--- src/rtl/fetch_pkg.sv ---
// Shared types and constants for the instruction fetch controller.
// Latency: n/a (declarations only).
// Backpressure: n/a.
package fetch_pkg;
    localparam int PKG_XLEN   = 32;
    localparam int INST_BYTES = 4;

    // Any of these low address bits set means the fetch address is misaligned.
    localparam logic [PKG_XLEN-1:0] ALIGN_MASK = PKG_XLEN'(INST_BYTES - 1);

    typedef enum logic [1:0] {
        IDLE  = 2'd0,
        FETCH = 2'd1,
        HALT  = 2'd2
    } fetch_state_t;

    typedef struct packed {
        logic [PKG_XLEN-1:0] pc;
        logic [PKG_XLEN-1:0] inst;
    } fetch_entry_t;
endpackage

--- src/rtl/fetch_queue.sv ---
// Two-entry FIFO holding fetched {pc, inst} pairs between fetch and decode.
// Latency: a pushed entry is visible at the head on the cycle after the push.
// Backpressure: push is dropped when full unless a pop frees a slot the same cycle; flush wins.
module fetch_queue
    import fetch_pkg::*;
(
    input  logic         clk,
    input  logic         reset,
    input  logic         flush,
    input  logic         push,
    input  fetch_entry_t push_data,
    input  logic         pop,
    output fetch_entry_t head,
    output logic         full,
    output logic         empty
);
    fetch_entry_t slots [2];
    logic         rd_ptr;
    logic         wr_ptr;
    logic [1:0]   count;
    logic         do_pop;
    logic         do_push;

    assign full    = (count == 2'd2);
    assign empty   = (count == 2'd0);
    assign head    = slots[rd_ptr];
    assign do_pop  = pop && !empty;
    assign do_push = push && (!full || do_pop);

    // Pointer/count update; flush only rewinds pointers, storage keeps stale data.
    always_ff @(posedge clk) begin
        if (!reset) begin
            slots[0] <= '0;
            slots[1] <= '0;
            rd_ptr   <= 1'b0;
            wr_ptr   <= 1'b0;
            count    <= 2'd0;
        end else if (flush) begin
            rd_ptr <= 1'b0;
            wr_ptr <= 1'b0;
            count  <= 2'd0;
        end else begin
            if (do_push) begin
                slots[wr_ptr] <= push_data;
                wr_ptr        <= ~wr_ptr;
            end
            if (do_pop) begin
                rd_ptr <= ~rd_ptr;
            end
            case ({do_push, do_pop})
                2'b10:   count <= count + 2'd1;
                2'b01:   count <= count - 2'd1;
                default: count <= count;
            endcase
        end
    end
endmodule

--- src/rtl/inst_fetch_ctrl.sv ---
// Instruction fetch controller: owns the PC, drives memory, queues words for decode.
// Latency: address in FETCH cycle N gives inst_valid in N+1; redirect target valid at N+2.
// Backpressure: PC stalls while the queue is full and decode does not accept the head.
module inst_fetch_ctrl
    import fetch_pkg::*;
#(
    parameter int              XLEN      = 32,
    parameter int              MEM_BYTES = 128,
    parameter logic [XLEN-1:0] RESET_PC  = '0
) (
    input  logic            clk,
    input  logic            reset,
    input  logic            fetch_en,
    output logic [XLEN-1:0] address_bus_IR,
    input  logic [XLEN-1:0] inst_mem_bus_IR,
    input  logic            redirect_valid,
    input  logic [XLEN-1:0] redirect_pc,
    output logic            inst_valid,
    input  logic            inst_ready,
    output logic [XLEN-1:0] inst_out,
    output logic [XLEN-1:0] inst_pc,
    output logic            fetch_fault,
    output logic [XLEN-1:0] fault_pc
);
    localparam logic [XLEN-1:0] LAST_PC = XLEN'(MEM_BYTES - INST_BYTES);

    fetch_state_t    state;
    logic [XLEN-1:0] pc;
    logic            pc_legal;
    logic            fire;
    logic            do_push;
    logic            q_full;
    logic            q_empty;
    fetch_entry_t    q_in;
    fetch_entry_t    q_head;

    // A fetch address is usable only if word aligned and the whole word lies in memory.
    function automatic logic is_legal(input logic [XLEN-1:0] addr);
        return ((addr & XLEN'(ALIGN_MASK)) == '0) && (addr <= LAST_PC);
    endfunction

    assign pc_legal       = is_legal(pc);
    assign address_bus_IR = pc;
    assign inst_valid     = !q_empty;
    assign fire           = inst_valid && inst_ready;
    assign inst_out       = q_head.inst;
    assign inst_pc        = q_head.pc;
    assign q_in           = '{pc: pc, inst: inst_mem_bus_IR};

    // Redirect suppresses any fetch in its cycle; otherwise fetch needs space or a same-cycle pop.
    assign do_push = (state == FETCH) && fetch_en && !redirect_valid && pc_legal
                     && (!q_full || fire);

    fetch_queue u_queue (
        .clk       (clk),
        .reset     (reset),
        .flush     (redirect_valid),
        .push      (do_push),
        .push_data (q_in),
        .pop       (fire),
        .head      (q_head),
        .full      (q_full),
        .empty     (q_empty)
    );

    // Fetch FSM with PC and fault registers; redirect outranks fault detection and fetch.
    always_ff @(posedge clk) begin
        if (!reset) begin
            state       <= IDLE;
            pc          <= RESET_PC;
            fetch_fault <= 1'b0;
            fault_pc    <= '0;
        end else if (redirect_valid) begin
            pc          <= redirect_pc;
            fetch_fault <= 1'b0;
            case (state)
                FETCH:   if (!fetch_en) state <= IDLE;
                HALT:    if (is_legal(redirect_pc)) state <= fetch_en ? FETCH : IDLE;
                default: state <= state;
            endcase
        end else begin
            case (state)
                IDLE: begin
                    if (fetch_en) state <= FETCH;
                end
                FETCH: begin
                    if (!fetch_en) begin
                        state <= IDLE;
                    end else if (!pc_legal) begin
                        fetch_fault <= 1'b1;
                        fault_pc    <= pc;
                        state       <= HALT;
                    end else if (do_push) begin
                        pc <= pc + XLEN'(INST_BYTES);
                    end
                end
                default: state <= state;
            endcase
        end
    end
endmodule
--- config.mk ---
export PLATFORM = sky130hd
export DESIGN_NAME = inst_fetch_ctrl
export DESIGN_NICKNAME = d
export VERILOG_FILES = /design/src/rtl/fetch_pkg.sv /design/src/rtl/fetch_queue.sv /design/src/rtl/inst_fetch_ctrl.sv
export SDC_FILE = /design/constraint.sdc
export NUM_CORES = 1
export LEC_CHECK = 0
export ABC_AREA = 1
export CORE_UTILIZATION = 46
export DETAILED_ROUTE_END_ITERATION = 16
export GPL_TIMING_DRIVEN = 1
export HOLD_SLACK_MARGIN = 0.05
export PLACE_DENSITY_LB_ADDON = 0.08
export SETUP_SLACK_MARGIN = 0.4
export SYNTH_ARGS = -nofsm -noshare
export SYNTH_HDL_FRONTEND = slang
export SYNTH_HIERARCHICAL = 1
export SYNTH_SLANG_ARGS = --single-unit
--- constraint.sdc ---
create_clock -name clk -period 3.61 [get_ports clk]
set_clock_uncertainty 0.1 [all_clocks]
set_input_delay 0.5415 -clock clk [delete_from_list [all_inputs] [get_ports clk]]
set_output_delay 0.5415 -clock clk [all_outputs]
set_load 0.03 [all_outputs]
==> reports/summary.txt, run 1 <==
YOSYS
---------------------------------------------------------------------------------
EDFF count, synth                                                             128
Top area cells in the synthesized netlist                            sky130_fd_sc_hd__edfxtp_1, sky130_fd_sc_hd__dfxtp_1, sky130_fd_sc_hd__nor2_1
Cell with the most instances after synthesis                         sky130_fd_sc_hd__nor2_1
Mean post-synth cell area                                                10.1 um2
Flip-flop and latch count after synthesis                                     200
Count of synthesis-stage warnings from yosys                                    6
Total nets after synthesis                                                    945
Fraction of synthesis flops using an asynchronous set or reset pin              0
Post-synthesis sequential area ratio                                        0.598
Leading post-synthesis cells by instance count                       sky130_fd_sc_hd__nor2_1, sky130_fd_sc_hd__edfxtp_1, sky130_fd_sc_hd__inv_1
Library cells used by synthesis                                                31
Share of the synthesized area in the top cell type                          0.435
Total standard cell area after synthesis                              0.00883 mm2
Post-synthesis instance total                                                 875
Area leader, netlist                                                 sky130_fd_sc_hd__edfxtp_1
Most frequently used flop master after synthesis                     sky130_fd_sc_hd__edfxtp_1

CRITICAL PATH
---------------------------------------------------------------------------------
Buffering stage count on the worst path with inverters included                 2
Register-to-register setup slack                                          0.90 ns
Crit-path slowest cell                                               sky130_fd_sc_hd__clkdlybuf4s50_1
Critical path class                                                    reg -> out
Critical path, cell by cell                                          buf_12 > mux2_2 > clkdlybuf4s50_1
Kind of start point of the critical path                                 register
CP Data Arrival Time                                                      2.15 ns
Kind of capture point of the worst setup path                          output pin
Data required time at the worst endpoint                                  2.97 ns
Dominant delay contributor by cell family on the critical path       buffers and inverters
Highest cell delay on the worst timing path                               0.64 ns
Biggest fanout along the worst timing path                                     64

POWER AND IR DROP
---------------------------------------------------------------------------------
Worst vdd rail ir drop                                                   0.326 mV
Static leakage                                                            4.49 nW
Areal power density over the cells                                     426 mW/mm2

DRT
---------------------------------------------------------------------------------
Number of DRC violations after detailed-routing iteration 0                   339
Drt via density                                                              4.96
Residual DRC count                                                              0
Wire length per cell                                                      15.7 um
Detailed-route wire length                                              20,600 um
Count of nets left with antenna violations after detail routing                 0
Vias                                                                        6,485
Detailed Routing Iterations Pass 1                                              6

DIE
---------------------------------------------------------------------------------
Row cnt                                                                        50
Count of boundary I/O pins                                                    199
Core footprint                                                         0.0188 mm2
Width of the chip                                                          141 um
Die area                                                               0.0198 mm2
Die Ht                                                                     141 um
Initial core utilization                                                    0.471

STA
---------------------------------------------------------------------------------
Final Hold Violating Endpoints                                                  0
Accumulated negative setup slack                                             0 ns
Final critical-path required period                                       2.79 ns
Max transition margin                                                       0.271
Achievable clock frequency                                              0.359 GHz
Total setup violations reported at the end of the flow                          0
Crit share post-route                                                       0.772
Unrepaired setup endpoints after global routing                             false
Slew at the pin with the worst max-slew slack                             1.09 ns
Fin. max-slew vios                                                              0
Final worst-path setup slack                                             0.822 ns

PLACEMENT
---------------------------------------------------------------------------------
Number of port buffers                                                        198
Post-placement cell count                                                   1,276
Last weighted congestion value of the routability-driven placer             0.811
Final HPWL from detailed placement                                      13,500 um
Post-placement setup slack                                               0.647 ns

CLOCKING
---------------------------------------------------------------------------------
Total of cells resized after clock tree synthesis                               0
Number of clock sinks                                                         200
Clock latency reported for the late side of the worst-skew pair           0.44 ns
Cell at the root of the clock tree                                   sky130_fd_sc_hd__clkbuf_16
Hold bufs inserted after CTS                                                    0
Post-CTS Setup Bufs                                                             0
H-tree depth reported by CTS                                                    4
CTS clock-pin slew for the worst setup and hold paths                     0.07 ns
TritonCTS clock tree                                                        built
Num CTS Buffers                                                                17
Clock Path Buffers                                                              2

GLOBAL ROUTE
---------------------------------------------------------------------------------
Vias in the first global route                                              6,343
Pin count of the biggest net entering global routing                           66
All-Layer GR Usage                                                          0.213
Global-route wire length before repair                                  32,400 um
Number of antenna violations at the first check in global routing               0
Remaining Overflow, GRT                                                         0

LAYOUT
---------------------------------------------------------------------------------
Nets                                                                        1,131
Count of non-filler cells in the finished layout                            1,308
Proportion of layout cells with a drive suffix above 1                      0.158
Number of inserted diodes                                                       0
Syn-to-layout area delta                                                    30.5%
Filler cell count                                                           1,616

RUN STATUS
---------------------------------------------------------------------------------
Outcome                                                                 completed

JOB
---------------------------------------------------------------------------------
Number of max-cap violations                                                    0

WORST HOLD PATH
---------------------------------------------------------------------------------
Path type of the worst min-delay path                                  reg -> reg

-- path summary, 6_finish.rpt --
check                                        from                                 end  cells past startpoint
setup / recovery                         register                         inst_pc[15]                      3
hold / removal        u_queue/rd_ptr$_SDFFE_PP0P_                            register                      2
setup reg to reg  address_bus_IR[24]$_SDFFE_PN0P_  u_queue/slots[0][21]$_SDFFCE_PN0P_                     12
hold reg to reg       u_queue/rd_ptr$_SDFFE_PP0P_                            register                      2
-- where the power goes --
group / internal [mW] / leakage, nW / switching, mW
sequential: 2.51 / 1.91 / 0.0590
clock: 0.897 / 0.254 / 0.877
combinational: 0.244 / 2.33 / 0.328
-- area by class of cell --
type / count / area (um2) / share of cell area
tap: 234 / 293 / 0.0254
sequential: 200 / 5290 / 0.459
clock buffer: 18 / 429 / 0.0372
multi-input combinational: 528 / 2900 / 0.251
inverter: 102 / 383 / 0.0332
timing repair buffer: 212 / 2120 / 0.184
clock inverter: 14 / 113 / 0.00977
-- routing by layer --
layer  share of wire  GRT usage  up-vias
met1            0.46      0.272     3067
met3           0.059     0.0608       19
li1                -          -     3221
met2            0.47      0.353      178
met5               0          0        -
met4           0.014     0.0629        0
-- cells by family (layout without fill, tap and decap cells) --
kind of cell,after synthesis,after routing,synth area share
adder cells (fa/ha/maj),1,1,0.00142
AO/OA/AOI/OAI,79,79,0.0458
buffers and inverters,147,346,0.0765
AND/OR/NAND/NOR,380,380,0.192
multiplexers,64,64,0.0816
flip-flops,200,200,0.598
XOR/XNOR,4,4,0.00397
-- worst register-to-register path, cell delays in order (launching register included) --
cell and delay [ns]:
sky130_fd_sc_hd__dfxtp_1 0.37, sky130_fd_sc_hd__nor2_1 0.12, sky130_fd_sc_hd__nand2_1 0.06, sky130_fd_sc_hd__nor2_1 0.20, sky130_fd_sc_hd__nand2_1 0.13, sky130_fd_sc_hd__nor2_4 0.17, sky130_fd_sc_hd__nand3_2 0.09, sky130_fd_sc_hd__nor2_1 0.23
sky130_fd_sc_hd__nand2_2 0.10, sky130_fd_sc_hd__inv_2 0.09, sky130_fd_sc_hd__nand2_2 0.07, sky130_fd_sc_hd__nand2_4 0.40, sky130_fd_sc_hd__buf_4 0.28
-- registers in the layout, summed over array words and instances, names as in the netlist, named ones only --
register and cells:
u_queue/wr_ptr 1, fault_pc 32, u_queue/rd_ptr 1, address_bus_IR 32, u_queue/count 2, u_queue/slots 128, state 2, fetch_fault 1
-- layout by cell type, fill, tap and decap left out, types with 4 or more instances in the layout --
cell type | Yosys | final
sky130_fd_sc_hd__nor2_1 | 202 | 202
sky130_fd_sc_hd__clkdlybuf4s50_1 | 0 | 198
sky130_fd_sc_hd__edfxtp_1 | 128 | 128
sky130_fd_sc_hd__inv_1 | 95 | 95
sky130_fd_sc_hd__nand2_1 | 78 | 75
sky130_fd_sc_hd__dfxtp_1 | 72 | 71
sky130_fd_sc_hd__mux2_2 | 64 | 64
sky130_fd_sc_hd__o21ai_0 | 41 | 41
sky130_fd_sc_hd__nand3_1 | 40 | 40
sky130_fd_sc_hd__a21oi_1 | 33 | 33
sky130_fd_sc_hd__nor2_2 | 32 | 32
sky130_fd_sc_hd__clkbuf_16 | 0 | 17
sky130_fd_sc_hd__nor2_4 | 13 | 13
sky130_fd_sc_hd__buf_4 | 1 | 11
sky130_fd_sc_hd__inv_2 | 7 | 7
sky130_fd_sc_hd__nand4_1 | 4 | 4
sky130_fd_sc_hd__inv_6 | 0 | 4
sky130_fd_sc_hd__nand2_2 | 3 | 4
-- metrics by stage --
stage                      util  area, um2  hold slack (ns)  power (mW)
final                     0.614      11500            0.372        4.91
after global routing      0.614      11500            0.396        5.10
after CTS                 0.614      11500            0.370        4.97
after detailed placement  0.585      11000            0.357        3.19
after global placement    0.585      11000            0.360        3.19
after floorplan               -       8850            0.347        2.92
No activity file was read; power rests on OpenSTA's default activity.
==> run 2, diff against run 1 <==
==> constraint.sdc (replaced) <==
create_clock -name clk -period 2.5 [get_ports clk]
set_clock_uncertainty 0.1 [all_clocks]
set_input_delay 0.375 -clock clk [delete_from_list [all_inputs] [get_ports clk]]
set_output_delay 0.375 -clock clk [all_outputs]
set_load 0.03 [all_outputs]
==> reports/summary.txt, run 2 (synthesized netlist as in run 1, its figures left out) <==
RUN STATUS
--------------------------------------------------------------------------------
Outcome                                                                completed

DRT
--------------------------------------------------------------------------------
Metal1 wirelength                                                      10,400 um
Vias                                                                       7,046
Number of DRC violations after detailed-routing iteration 0                  421
Highest metal layer with signal wires                                       met4
Wire length per cell                                                     16.8 um
Drt via density                                                             4.98
Routed length on met3                                                    1660 um
Detailed Routing Iterations Pass 1                                             5
Residual DRC count                                                             0
Detailed-route wire length                                             23,700 um
Count of nets left with antenna violations after detail routing                0
Sum of met2 wire segment lengths after detailed routing                11,300 um

LAYOUT
--------------------------------------------------------------------------------
Flip-flop count of the largest register after layout                         128
Commonest cells after routing, fill and taps aside                  sky130_fd_sc_hd__nor2_1, sky130_fd_sc_hd__edfxtp_1, sky130_fd_sc_hd__clkdlybuf4s50_1
Proportion of layout cells with a drive suffix above 1                     0.328
Area occupied by multi-input gates                                   0.00306 mm2
Number of inserted diodes                                                      0
Seq. cell area                                                       0.00536 mm2
Final Util                                                                 0.693
Nets                                                                       1,237
Filler cell count                                                          1,450
Most common cell after layout, fill and taps aside                  sky130_fd_sc_hd__nor2_1
Syn-to-layout area delta                                                   47.2%
Most flop-heavy register                                            u_queue/slots
Count of non-filler cells in the finished layout                           1,414

CRITICAL PATH
--------------------------------------------------------------------------------
Crit-path slowest cell                                              sky130_fd_sc_hd__dfxtp_4
Register-to-register setup slack                                         0.23 ns
Highest cell delay on the worst timing path                              0.39 ns
Critical path class                                                   reg -> out
CP most frequent cell                                               sky130_fd_sc_hd__buf_4
R2R depth                                                                     16
Reg-to-Reg Start                                                    address_bus_IR[21]$_SDFFE_PN0P_
Biggest fanout along the worst timing path                                     7
Critical path, cell by cell                                         buf_12 > clkbuf_16 > buf_4 > buf_4 > mux2_4 > buf_6
Kind of capture point of the worst setup path                         output pin
Endpoint of the most critical register-to-register path             u_queue/slots[1][43]$_SDFFCE_PN0P_
CP Data Arrival Time                                                     1.82 ns
End of the critical path                                             inst_pc[19]
Kind of start point of the critical path                                register
Data required time at the worst endpoint                                 2.03 ns

DIE
--------------------------------------------------------------------------------
Core footprint                                                        0.0188 mm2
Initial core utilization                                                   0.471
Die area                                                              0.0198 mm2
Die Ht                                                                    141 um
Row cnt                                                                       50
Width of the chip                                                         141 um
Count of boundary I/O pins                                                   199

CLOCKING
--------------------------------------------------------------------------------
TritonCTS clock tree                                                       built
Hold bufs inserted after CTS                                                   0
H-tree depth reported by CTS                                                   4
Number of clock sinks                                                        200
Clock Path Buffers                                                             2
CTS clock-pin slew for the worst setup and hold paths                    0.07 ns
Cell at the root of the clock tree                                  sky130_fd_sc_hd__clkbuf_16
Clock latency reported for the late side of the worst-skew pair          0.44 ns
Num CTS Buffers                                                               17

POWER AND IR DROP
--------------------------------------------------------------------------------
Power dissipated by switching net loads                                  1.84 mW
Part of the power in combinational logic                                   0.136
Static leakage                                                           5.68 nW
Internal power component                                                 5.60 mW
Areal power density over the cells                                    572 mW/mm2
Worst vdd rail ir drop                                                  0.514 mV
Sw frac                                                                    0.247
Post-layout total power                                                  7.43 mW
Share of total power in sequential cells                                   0.496
Part of the total power dissipated in the clock network                    0.368

STA
--------------------------------------------------------------------------------
Crit share post-route                                                      0.919
Slew at the pin with the worst max-slew slack                           0.553 ns
Total setup violations reported at the end of the flow                         0
Achievable clock frequency                                             0.435 GHz
Worst hold slack                                                        0.193 ns
Final critical-path required period                                      2.30 ns
Max transition margin                                                      0.631
Unrepaired setup endpoints after global routing                             true
Final Hold Violating Endpoints                                                 0
Fin. max-slew vios                                                             0
Final worst-path setup slack                                            0.203 ns

WORST HOLD PATH
--------------------------------------------------------------------------------
Path type of the worst min-delay path                                  in -> reg

PLACEMENT
--------------------------------------------------------------------------------
Final HPWL from detailed placement                                     14,100 um
Post-placement setup slack                                            -0.0665 ns
Post-placement cell count                                                  1,304
Number of port buffers                                                       198
Last weighted congestion value of the routability-driven placer            0.825

GLOBAL ROUTE
--------------------------------------------------------------------------------
Pin count of the biggest net entering global routing                          42
Vias in the first global route                                             6,674
Remaining Overflow, GRT                                                        0
Number of antenna violations at the first check in global routing              0
All-Layer GR Usage                                                         0.234
Global-route wire length before repair                                 35,500 um

JOB
--------------------------------------------------------------------------------
Number of max-cap violations                                                   0

## run 2: power groups by stage
| stage | registers, mW | logic [mW] | clock network (mW) |
|---|---|---|---|
| 4_1_cts | 3.68 | 0.980 | 2.76 |
| 2_1_floorplan | 3.86 | 0.359 | 0 |
| 6_report | 3.69 | 1.01 | 2.73 |
| 5_1_grt | 3.70 | 1.09 | 2.89 |
| 3_3_place_gp | 3.76 | 0.891 | 0 |
| 3_5_place_dp | 3.76 | 0.895 | 0 |
## run 2: worst min-delay path by stage
stage | from | endpoint | slack, ns | cells past startpoint
floorplan | u_queue/rd_ptr$_SDFFE_PP0P_ | register | 0.35 | 2
global placement | u_queue/rd_ptr$_SDFFE_PP0P_ | u_queue/rd_ptr$_SDFFE_PP0P_ | 0.36 | 2
detailed placement | u_queue/rd_ptr$_SDFFE_PP0P_ | u_queue/rd_ptr$_SDFFE_PP0P_ | 0.38 | 2
CTS | reset | u_queue/count[0]$_SDFFE_PP0P_ | 0.19 | 5
global route | reset | u_queue/count[0]$_SDFFE_PP0P_ | 0.22 | 5
finish | reset | u_queue/count[0]$_SDFFE_PP0P_ | 0.19 | 5
## run 2: worst max-delay path: cells and delay by family, from the launching register on
kind / cells / cell delay [ns]
buffers and inverters: 5 / 0.70
multiplexers: 1 / 0.29
flip-flops: 1 / 0.39
## run 2: timing repair
action,in CTS,in global routing
pin swaps,7,8
endpoints found under the setup margin,314,300
buffers inserted,28,32
gates resized for setup,99,240
cloned,10,8
## run 2: cell type report
class | instances | area share
well taps | 234 | 0.0225
flip-flops and latches | 200 | 0.412
clock inverters | 11 | 0.00933
inverters | 102 | 0.0294
repair buffers | 318 | 0.256
clock buffers | 21 | 0.0349
multi-input cells | 528 | 0.235
## run 2: per-stage QoR
step                      area [um2]  TNS, ns
final                          13000        0
after global routing           13000        0
after CTS                      12500        0
after detailed placement       11400    -2.72
after global placement         11400   -0.232
after floorplan                 8950        0
## run 2: routing by layer
| layer | global-route usage | up-vias |
|---|---|---|
| met5 | 0 | - |
| met4 | 0.0772 | 0 |
| li1 | - | 3439 |
| met3 | 0.0601 | 28 |
| met2 | 0.375 | 249 |
| met1 | 0.312 | 3330 |
==> run 3, diff against run 2 <==
--- a/config.mk
+++ b/config.mk
@@ -10,7 +10,7 @@
 export DETAILED_ROUTE_END_ITERATION = 16
 export GPL_TIMING_DRIVEN = 1
 export HOLD_SLACK_MARGIN = 0.05
-export PLACE_DENSITY_LB_ADDON = 0.08
+export PLACE_DENSITY_LB_ADDON = 0.25
 export SETUP_SLACK_MARGIN = 0.4
 export SYNTH_ARGS = -nofsm -noshare
 export SYNTH_HDL_FRONTEND = slang
==> reports/summary.txt, run 3 (synthesized netlist as in run 1, its figures left out) <==
RUN STATUS
--------------------------------------------------------------------------------
Outcome                                                                completed

LAYOUT
--------------------------------------------------------------------------------
Nets                                                                       1,253
Final Util                                                                 0.762
Number of inserted diodes                                                      0
Count of non-filler cells in the finished layout                           1,430
Flip-flop count of the largest register after layout                         128
Commonest cells after routing, fill and taps aside                  sky130_fd_sc_hd__nor2_1, sky130_fd_sc_hd__edfxtp_1, sky130_fd_sc_hd__clkdlybuf4s50_1
Filler cell count                                                          1,162
Most flop-heavy register                                            u_queue/slots
Syn-to-layout area delta                                                   61.8%
Most common cell after layout, fill and taps aside                  sky130_fd_sc_hd__nor2_1
Proportion of layout cells with a drive suffix above 1                     0.368

CRITICAL PATH
--------------------------------------------------------------------------------
Kind of capture point of the worst setup path                           register
Register-to-register setup slack                                         0.17 ns
Critical Path Source                                                address_bus_IR[16]$_SDFFE_PN0P_
End of the critical path                                            u_queue/slots[0][10]$_SDFFCE_PN0P_
R2R depth                                                                     15
Data required time at the worst endpoint                                 2.55 ns
Kind of start point of the critical path                                register
Reg-to-Reg Start                                                    address_bus_IR[16]$_SDFFE_PN0P_
Critical path class                                                   reg -> reg
Endpoint of the most critical register-to-register path             u_queue/slots[0][10]$_SDFFCE_PN0P_
CP Data Arrival Time                                                     2.38 ns
Biggest fanout along the worst timing path                                     5

STA
--------------------------------------------------------------------------------
Slew at the pin with the worst max-slew slack                           0.496 ns
Unrepaired setup endpoints after global routing                             true
Max transition margin                                                      0.669
Final Hold Violating Endpoints                                                 0
Crit share post-route                                                      0.933
Achievable clock frequency                                             0.429 GHz
Total setup violations reported at the end of the flow                         0
Final critical-path required period                                      2.33 ns
Fin. max-slew vios                                                             0

DIE
--------------------------------------------------------------------------------
Initial core utilization                                                   0.471
Core footprint                                                        0.0188 mm2
Count of boundary I/O pins                                                   199
Row cnt                                                                       50
Die Ht                                                                    141 um
Width of the chip                                                         141 um
Die area                                                              0.0198 mm2

DRT
--------------------------------------------------------------------------------
Count of nets left with antenna violations after detail routing                0
Vias                                                                       7,415
Residual DRC count                                                             0
Number of DRC violations after detailed-routing iteration 0                  432
Detailed Routing Iterations Pass 1                                             5
Detailed-route wire length                                             28,200 um
Wire length per cell                                                     19.7 um
Drt via density                                                             5.19

CLOCKING
--------------------------------------------------------------------------------
Cell at the root of the clock tree                                  sky130_fd_sc_hd__clkbuf_16
Number of clock sinks                                                        200
Num CTS Buffers                                                               17
Clock Path Buffers                                                             2
TritonCTS clock tree                                                       built
Hold bufs inserted after CTS                                                   0
H-tree depth reported by CTS                                                   4
CTS clock-pin slew for the worst setup and hold paths                    0.07 ns
Clock latency reported for the late side of the worst-skew pair          0.43 ns

POWER AND IR DROP
--------------------------------------------------------------------------------
Share of total power in sequential cells                                   0.492
Static leakage                                                           6.00 nW
Part of the total power dissipated in the clock network                    0.356
Post-layout total power                                                  7.53 mW
Worst vdd rail ir drop                                                  0.482 mV
Internal power component                                                 5.64 mW
Sw frac                                                                    0.251
Part of the power in combinational logic                                   0.152
Power dissipated by switching net loads                                  1.89 mW
Areal power density over the cells                                    527 mW/mm2

PLACEMENT
--------------------------------------------------------------------------------
Last weighted congestion value of the routability-driven placer            0.847
Final HPWL from detailed placement                                     14,000 um
Number of port buffers                                                       198
Post-placement cell count                                                  1,291

GLOBAL ROUTE
--------------------------------------------------------------------------------
Vias in the first global route                                             7,051
All-Layer GR Usage                                                         0.259
Remaining Overflow, GRT                                                        0
Number of antenna violations at the first check in global routing              0
Global-route wire length before repair                                 38,300 um
Pin count of the biggest net entering global routing                          42

WORST HOLD PATH
--------------------------------------------------------------------------------
Path type of the worst min-delay path                                  in -> reg

JOB
--------------------------------------------------------------------------------
Number of max-cap violations                                                   0

run 3: power by group through the flow:
stage	Sequential, mW	Combinational [mW]	Clock, mW
final	3.70	1.15	2.68
after global routing	3.71	1.21	2.82
after floorplan	3.86	0.359	0
after global placement	3.77	0.869	0
after detailed placement	3.77	0.873	0
after CTS	3.69	1.02	2.68
run 3: area by class of cell:
class | instances | area [um2] | area share
flip-flops and latches | 200 | 5360 | 0.375
repair buffers | 334 | 4190 | 0.293
multi-input cells | 528 | 3500 | 0.245
clock buffers | 20 | 437 | 0.0306
inverters | 102 | 385 | 0.0270
well taps | 234 | 293 | 0.0205
clock inverters | 12 | 128 | 0.00893
run 3: worst min-delay path by stage:
stage	from	end	slack (ns)	cells past startpoint
3_5_place_dp	u_queue/rd_ptr$_SDFFE_PP0P_	register	0.36	2
2_1_floorplan	u_queue/rd_ptr$_SDFFE_PP0P_	register	0.35	2
6_report	reset	u_queue/count[0]$_SDFFE_PP0P_	0.22	5
5_1_grt	reset	u_queue/count[0]$_SDFFE_PP0P_	0.23	5
3_3_place_gp	u_queue/rd_ptr$_SDFFE_PP0P_	u_queue/rd_ptr$_SDFFE_PP0P_	0.36	2
4_1_cts	reset	u_queue/count[0]$_SDFFE_PP0P_	0.22	5
run 3: timing repair:
| item | 4_1_cts | 5_1_grt |
|---|---|---|
| gates cloned | 26 | 9 |
| pin swaps | 10 | 9 |
| resized for setup | 341 | 347 |
| setup buffers | 53 | 19 |
| setup endpoints to repair | 309 | 341 |
run 3: per-layer routing:
metal	wire length (um)	share of wire	track usage	up-vias
li1	-	-	-	3483
met1	11600	0.41	0.328	3593
met2	14300	0.51	0.445	290
met3	1660	0.059	0.0574	49
met4	643	0.023	0.0801	0
met5	0	0	0	-
run 3: worst max-delay path, stage by stage, from the launching register on:
cell and delay, ns:
sky130_fd_sc_hd__dfxtp_4 0.36, sky130_fd_sc_hd__nor2_1 0.11, sky130_fd_sc_hd__nand2_1 0.08, sky130_fd_sc_hd__nor2_2 0.15, sky130_fd_sc_hd__nand2_2 0.08, sky130_fd_sc_hd__nor2_4 0.15
sky130_fd_sc_hd__nand3_4 0.09, sky130_fd_sc_hd__nor2_4 0.10, sky130_fd_sc_hd__nand2_2 0.07, sky130_fd_sc_hd__inv_2 0.08, sky130_fd_sc_hd__buf_6 0.10, sky130_fd_sc_hd__nand2_4 0.06
sky130_fd_sc_hd__nand2_8 0.10, sky130_fd_sc_hd__buf_12 0.14, sky130_fd_sc_hd__buf_12 0.13, sky130_fd_sc_hd__clkbuf_16 0.14
run 3: stage by stage:
step | hold slack [ns] | area (um2) | worst slack (ns) | setup TNS, ns
global route | 0.232 | 14300 | 0.0767 | 0
finish | 0.224 | 14300 | 0.168 | 0
detailed placement | 0.358 | 11300 | -0.00590 | -0.118
CTS | 0.215 | 13000 | 0.201 | 0
floorplan | 0.347 | 8950 | 0.0208 | 0
global placement | 0.359 | 11300 | 0.0119 | 0
